### src/rtl/display_pkg.sv
// Shared constants and types for the multi-digit 7-segment display controller.
// Segment patterns are active-low, ordered abcdefg from bit 6 down to bit 0.
package display_pkg;

    localparam logic [6:0] SEG_DIGITO [0:9] = '{
        7'b0000001, 7'b1001111, 7'b0010010, 7'b0000110, 7'b1001100,
        7'b0100100, 7'b0100000, 7'b0001111, 7'b0000000, 7'b0000100
    };
    localparam logic [6:0] SEG_TRACO   = 7'b1111110;
    localparam logic [6:0] SEG_APAGADO = 7'b1111111;

    typedef enum logic [1:0] {
        OCIOSO   = 2'd0,
        CONVERTE = 2'd1,
        ATUALIZA = 2'd2
    } estado_t;

    // Largest value representable with n decimal digits.
    function automatic logic [63:0] limite_decimal(input int n);
        logic [63:0] p;
        p = 64'd1;
        for (int i = 0; i < n; i++) begin
            p = p * 64'd10;
        end
        return p - 64'd1;
    endfunction

endpackage

### src/rtl/display_multiplo_decodificador_7seg.sv
// One-digit BCD to active-low 7-segment decoder with a blanking input.
// Non-decimal nibbles are shown blank.
module decodificador_7seg
    import display_pkg::*;
(
    input  logic [3:0] i_nibble,
    input  logic       i_apaga,
    output logic [6:0] o_segmentos
);

    always_comb begin
        o_segmentos = SEG_APAGADO;
        if (!i_apaga) begin
            case (i_nibble)
                4'd0:    o_segmentos = SEG_DIGITO[0];
                4'd1:    o_segmentos = SEG_DIGITO[1];
                4'd2:    o_segmentos = SEG_DIGITO[2];
                4'd3:    o_segmentos = SEG_DIGITO[3];
                4'd4:    o_segmentos = SEG_DIGITO[4];
                4'd5:    o_segmentos = SEG_DIGITO[5];
                4'd6:    o_segmentos = SEG_DIGITO[6];
                4'd7:    o_segmentos = SEG_DIGITO[7];
                4'd8:    o_segmentos = SEG_DIGITO[8];
                4'd9:    o_segmentos = SEG_DIGITO[9];
                default: o_segmentos = SEG_APAGADO;
            endcase
        end
    end

endmodule

### src/rtl/display_multiplo.sv
// N-digit signed/unsigned binary to 7-segment controller: iterative double-dabble,
// leading-zero suppression, overflow dashes, and a start/busy/done handshake.
module display_multiplo
    import display_pkg::*;
#(
    parameter int NUM_DIGITOS = 4,
    parameter int LARGURA     = 16
) (
    input  logic                     clk,
    input  logic                     rst_n,
    input  logic [LARGURA-1:0]       valor,
    input  logic                     com_sinal,
    input  logic                     supressa_zeros,
    input  logic                     carregar,
    output logic                     ocupado,
    output logic                     pronto,
    output logic                     estouro,
    output logic                     saida_sinal,
    output logic [7*NUM_DIGITOS-1:0] saida_segmentos,
    output logic [1:0]               estado_dbg
);

    localparam int          BW     = 4 * NUM_DIGITOS;
    localparam int          CW     = $clog2(LARGURA + 1);
    localparam logic [63:0] LIMITE = limite_decimal(NUM_DIGITOS);

    estado_t                  r_estado;
    estado_t                  w_prox;
    logic [LARGURA-1:0]       r_mag;
    logic [BW-1:0]            r_bcd;
    logic [CW-1:0]            r_cont;
    logic                     r_neg;
    logic                     r_ovf;
    logic                     r_supr;
    logic                     r_ocupado;
    logic                     r_pronto;
    logic                     r_estouro;
    logic                     r_sinal;
    logic [7*NUM_DIGITOS-1:0] r_seg;

    logic                     w_aceita;
    logic                     w_neg;
    logic [LARGURA-1:0]       w_mag;
    logic                     w_ovf;
    logic                     w_ultimo;
    logic [BW-1:0]            w_bcd_adj;
    logic [NUM_DIGITOS-1:0]   w_apaga;
    logic [7*NUM_DIGITOS-1:0] w_seg;

    assign w_aceita = (r_estado == OCIOSO) && carregar;
    assign w_neg    = com_sinal & valor[LARGURA-1];
    // Two's-complement negate; the most-negative value maps onto itself, which is its magnitude.
    assign w_mag    = w_neg ? (~valor + LARGURA'(1)) : valor;
    assign w_ovf    = (64'(w_mag) > LIMITE);
    assign w_ultimo = (r_cont == CW'(LARGURA - 1));

    always_comb begin
        w_prox = r_estado;
        case (r_estado)
            OCIOSO:   if (carregar) w_prox = CONVERTE;
            CONVERTE: if (w_ultimo) w_prox = ATUALIZA;
            ATUALIZA: w_prox = OCIOSO;
            default:  w_prox = OCIOSO;
        endcase
    end

    always_ff @(posedge clk or negedge rst_n) begin
        if (!rst_n) r_estado <= OCIOSO;
        else        r_estado <= w_prox;
    end

    always_comb begin
        w_bcd_adj = r_bcd;
        for (int k = 0; k < NUM_DIGITOS; k++) begin
            if (r_bcd[4*k +: 4] >= 4'd5) w_bcd_adj[4*k +: 4] = r_bcd[4*k +: 4] + 4'd3;
        end
    end

    // A digit blanks when suppression is on and it and everything above it are zero.
    always_comb begin
        logic acima;
        acima   = 1'b1;
        w_apaga = '0;
        for (int k = NUM_DIGITOS - 1; k >= 0; k--) begin
            acima      = acima & (r_bcd[4*k +: 4] == 4'd0);
            w_apaga[k] = r_supr & acima & (k != 0);
        end
    end

    for (genvar g = 0; g < NUM_DIGITOS; g++) begin : g_digito
        decodificador_7seg u_dec (
            .i_nibble    (r_bcd[4*g +: 4]),
            .i_apaga     (w_apaga[g]),
            .o_segmentos (w_seg[7*g +: 7])
        );
    end

    always_ff @(posedge clk or negedge rst_n) begin
        if (!rst_n) begin
            r_mag     <= '0;
            r_bcd     <= '0;
            r_cont    <= '0;
            r_neg     <= 1'b0;
            r_ovf     <= 1'b0;
            r_supr    <= 1'b0;
            r_ocupado <= 1'b0;
            r_pronto  <= 1'b0;
            r_estouro <= 1'b0;
            r_sinal   <= 1'b1;
            r_seg     <= {NUM_DIGITOS{SEG_APAGADO}};
        end else begin
            r_pronto <= 1'b0;
            case (r_estado)
                OCIOSO: begin
                    if (w_aceita) begin
                        r_mag     <= w_mag;
                        r_bcd     <= '0;
                        r_cont    <= '0;
                        r_neg     <= w_neg;
                        r_ovf     <= w_ovf;
                        r_supr    <= supressa_zeros;
                        r_ocupado <= 1'b1;
                    end
                end
                CONVERTE: begin
                    r_bcd  <= {w_bcd_adj[BW-2:0], r_mag[LARGURA-1]};
                    r_mag  <= {r_mag[LARGURA-2:0], 1'b0};
                    r_cont <= r_cont + CW'(1);
                end
                ATUALIZA: begin
                    r_ocupado <= 1'b0;
                    r_pronto  <= 1'b1;
                    r_estouro <= r_ovf;
                    r_sinal   <= r_ovf ? 1'b1 : ~r_neg;
                    r_seg     <= r_ovf ? {NUM_DIGITOS{SEG_TRACO}} : w_seg;
                end
                default: ;
            endcase
        end
    end

    assign ocupado         = r_ocupado;
    assign pronto          = r_pronto;
    assign estouro         = r_estouro;
    assign saida_sinal     = r_sinal;
    assign saida_segmentos = r_seg;
    assign estado_dbg      = r_estado;

endmodule

### config.mk
export PLATFORM = sky130hd
export DESIGN_NAME = display_multiplo
export DESIGN_NICKNAME = d
export VERILOG_FILES = /design/src/rtl/display_pkg.sv /design/src/rtl/display_multiplo_decodificador_7seg.sv /design/src/rtl/display_multiplo.sv
export SDC_FILE = /design/constraint.sdc
export NUM_CORES = 1
export LEC_CHECK = 0
export BUFFER_PORTS_ARGS = -buffer_cell sky130_fd_sc_hd__clkbuf_2
export CORE_MARGIN = 2
export CORE_UTILIZATION = 58
export CTS_CLUSTER_DIAMETER = 50
export CTS_CLUSTER_SIZE = 20
export DETAILED_ROUTE_END_ITERATION = 10
export PLACE_DENSITY = 0.78
export SYNTH_ARGS = -nofsm -noshare
export SYNTH_HDL_FRONTEND = slang
export SYNTH_SLANG_ARGS = --single-unit
### constraint.sdc
create_clock -name clk -period 2.3 [get_ports clk]
set_input_delay 0.115 -clock clk [delete_from_list [all_inputs] [get_ports clk]]
set_output_delay 0.115 -clock clk [all_outputs]
set_load 0.1 [all_outputs]
==> metrics.yaml <==
timing:
  drv_slew: 0
  min_period_over_period_pct: 94.07
  relSlewSlack_pct: 61.77
  rsz0062_at_grt: "no"
  setup_viol: 0
  tightestPinTransition_ns: 0.5675
  max_freq_mhz: 462.2
  layout_min_cycle_time_ns: 2.164
  setup_tns_ns: 0
  hold_violations: 0
  fin_skew_ns: 0.006745
clocking:
  post_cts_buffers: 0
  clock_latency_ns: 0.34
  cts_max_level: 3
  cts_tree: "built"
  path_clk_slew_ns: 0.08
  root_buffer: "clkbuf_8"
  cts_resized: 0
  holdBufCountCts: 2
  clockBufferDepth: 2
  cts_sinks: 74
  cts_buffers: 9
grt:
  overflow: 0
  grt_max_degree: 75
  antenna_found_initial: 0
  track_usage_pct: 24.57
  grt_pass1_wl_mm: 15.25
  grt_pass1_vias: 3246
place:
  gp_congestion: 0.8977
  dpl_cell_area_um2: 4604
  io_buffer_count: 54
  place_hpwl_mm: 6.416
logic_synthesis:
  syn_area_per_cell_um2: 9.039
  yosysMostFrequentCell: "o21ai_0"
  synth_area_um2: 4194
  synth-edff-count: 0
  synth_top_area_share_pct: 26.85
  yosys.area.top_type: "dfrtp_1"
  ys.flop_type: "dfrtp_1"
  syn_nets: 508
  synth_cell_type_count: 49
  async_flop_share_pct: 100.0
  synth_warnings: 0
  ys_seq_area_share_pct: 45.02
  ys_top_cells_by_area: "dfrtp_1, dfstp_2, o21ai_0"
  synthTopCellsByCount: "o21ai_0, nor2_1, dfrtp_1, a21oi_1"
  ys_seq_elements: 74
  netlist_instances: 464
floorplan:
  die_x_um: 89.04
  io_pins: 55
  coreArea_um2: 6907
  num_rows: 30
  initial_core_util_pct: 60.72
  die_area_um2: 7927
  die_h_um: 89.04
layout:
  utilization_pct: 69.82
  diodes: 0
  final_nets: 564
  drive_above_1_share_pct: 21.90
  syn2layout_area_growth_pct: 14.98
  final_cell_area_um2: 4822
route:
  drc: 0
  vias_per_cell: 5.728
  drtIter0Drc: 186
  first_pass_iters: 6
  post_drt_wl_per_cell_um: 14.59
  ant_nets: 0
  totalWireLength_mm: 9.060
  vias: 3557
critical_path:
  cp-start-kind: "register"
  critPathKind: "register to register"
  r2r_end: "saida_segmentos[12]"
  crit_arrival_ns: 2.45
  end_kind: "register"
  startpoint: "r_bcd[13]"
  path_buf_inv: 1
  crit_family: "compound AO/OA/AOI/OAI gates"
  critPathMaxFanout: 5
  rr_worst_depth: 7
  path_cells: "inv_1 > ha_1 > and2_1 > and4_1 > a31oi_1 > o21ai_0 > o22a_1"
  cpPeakStageDelay_ns: 0.44
  ff2ff_setup_slack_ns: 0.14
  endpoint: "saida_segmentos[12]"
  r2r-start: "r_bcd[13]"
  required_ns: 2.59
  crit_slowest_cell: "o21ai_0"
  path_depth: 7
power:
  p_leak_nw: 2.145
  vdd_ir_drop_max_uv: 632.9
  power.density_nw_per_um2: 1238
run:
  drv_cap: 0
worst_hold_path:
  min_path_cells: 3
  hold_path.class: "input port to register"
status:
  status: "finished, final reports clean"
## power by group
| part | switching, W | internal [W] |
|---|---|---|
| clock | 0.000458 | 0.000561 |
| sequential | 0.000436 | 0.00169 |
| combinational | 0.00177 | 0.00105 |
## cells by family (layout without fill, tap and decap cells)
group	count (synthesis)	in the layout	synth area share, %
AO/OA/AOI/OAI	160	160	23.48
AND/OR/NAND/NOR	139	139	16.23
flip-flops	74	74	45.02
buffers and inverters	49	110	4.386
adder cells (fa/ha/maj)	23	23	6.862
XOR/XNOR	17	17	3.550
multiplexers	2	2	0.4773
## through the flow
step | std cells | total power, W | hold WS [ns] | worst slack, ns
2_1_floorplan | 464 | 0.004231 | -0.1806 | 0.2066
3_3_place_gp | 603 | 0.004804 | 0.1723 | 0.3424
3_5_place_dp | 603 | 0.004912 | 0.1770 | 0.1605
4_1_cts | 621 | 0.005976 | 0.06870 | 0.1196
5_1_grt | 621 | 0.006492 | 0.08836 | 0.009613
6_report | 621 | 0.005968 | 0.08030 | 0.1363
## placed cells by master, fill, tap and decap left out, types with 18 or more instances in the layout
cell type,instances
clkbuf_2,53
ha_1,23
a21oi_1,41
dfrtp_1,45
nand3_1,18
nand2_1,29
dfstp_2,29
nor2_1,50
o21ai_0,58
inv_1,25
## how the worst min path moves through the flow
stage / start / end / slack [ns]
2_1_floorplan: rst_n / estado_dbg[0] / -0.18
3_3_place_gp: rst_n / r_bcd[14] / 0.17
3_5_place_dp: rst_n / r_bcd[13] / 0.18
4_1_cts: carregar / ocupado / 0.07
5_1_grt: valor[0] / r_mag[0] / 0.09
6_report: valor[0] / r_mag[0] / 0.08
## registers in the layout, indices dropped and copies added (netlist names)
register         count
estado_dbg           2
estouro              1
ocupado              1
pronto               1
r_bcd               16
r_cont               5
r_mag               16
r_neg                1
r_ovf                1
r_supr               1
saida_segmentos     28
saida_sinal          1
## metal layers
layer | track usage (%) | share of wire (%) | vias to the layer above
met2 | 38.60 | 48 | 103
met5 | 0 | 0 | -
met1 | 35.36 | 47 | 1676
met4 | 6.649 | 0.93 | 0
li1 | - | - | 1768
met3 | 4.432 | 4.4 | 10
## layout make-up
type	instances	area (µm²)
Clock inverter	2	35.03
Timing Repair Buffer	69	400.4
Inverter	25	93.84
Fill cell	581	2085
Tap cell	96	120.1
Sequential cell	74	1888
Multi-Input combinational cell	341	2122
Clock buffer	14	162.7
## worst register-to-register path, delay by kind of cell, from the launching register on
family	cells	cell delay, ns
AO/OA/AOI/OAI	3	0.75
flip-flops	1	0.43
adder cells (fa/ha/maj)	1	0.26
AND/OR/NAND/NOR	2	0.51
buffers and inverters	1	0.15
Power figures use the tool's default switching activity.
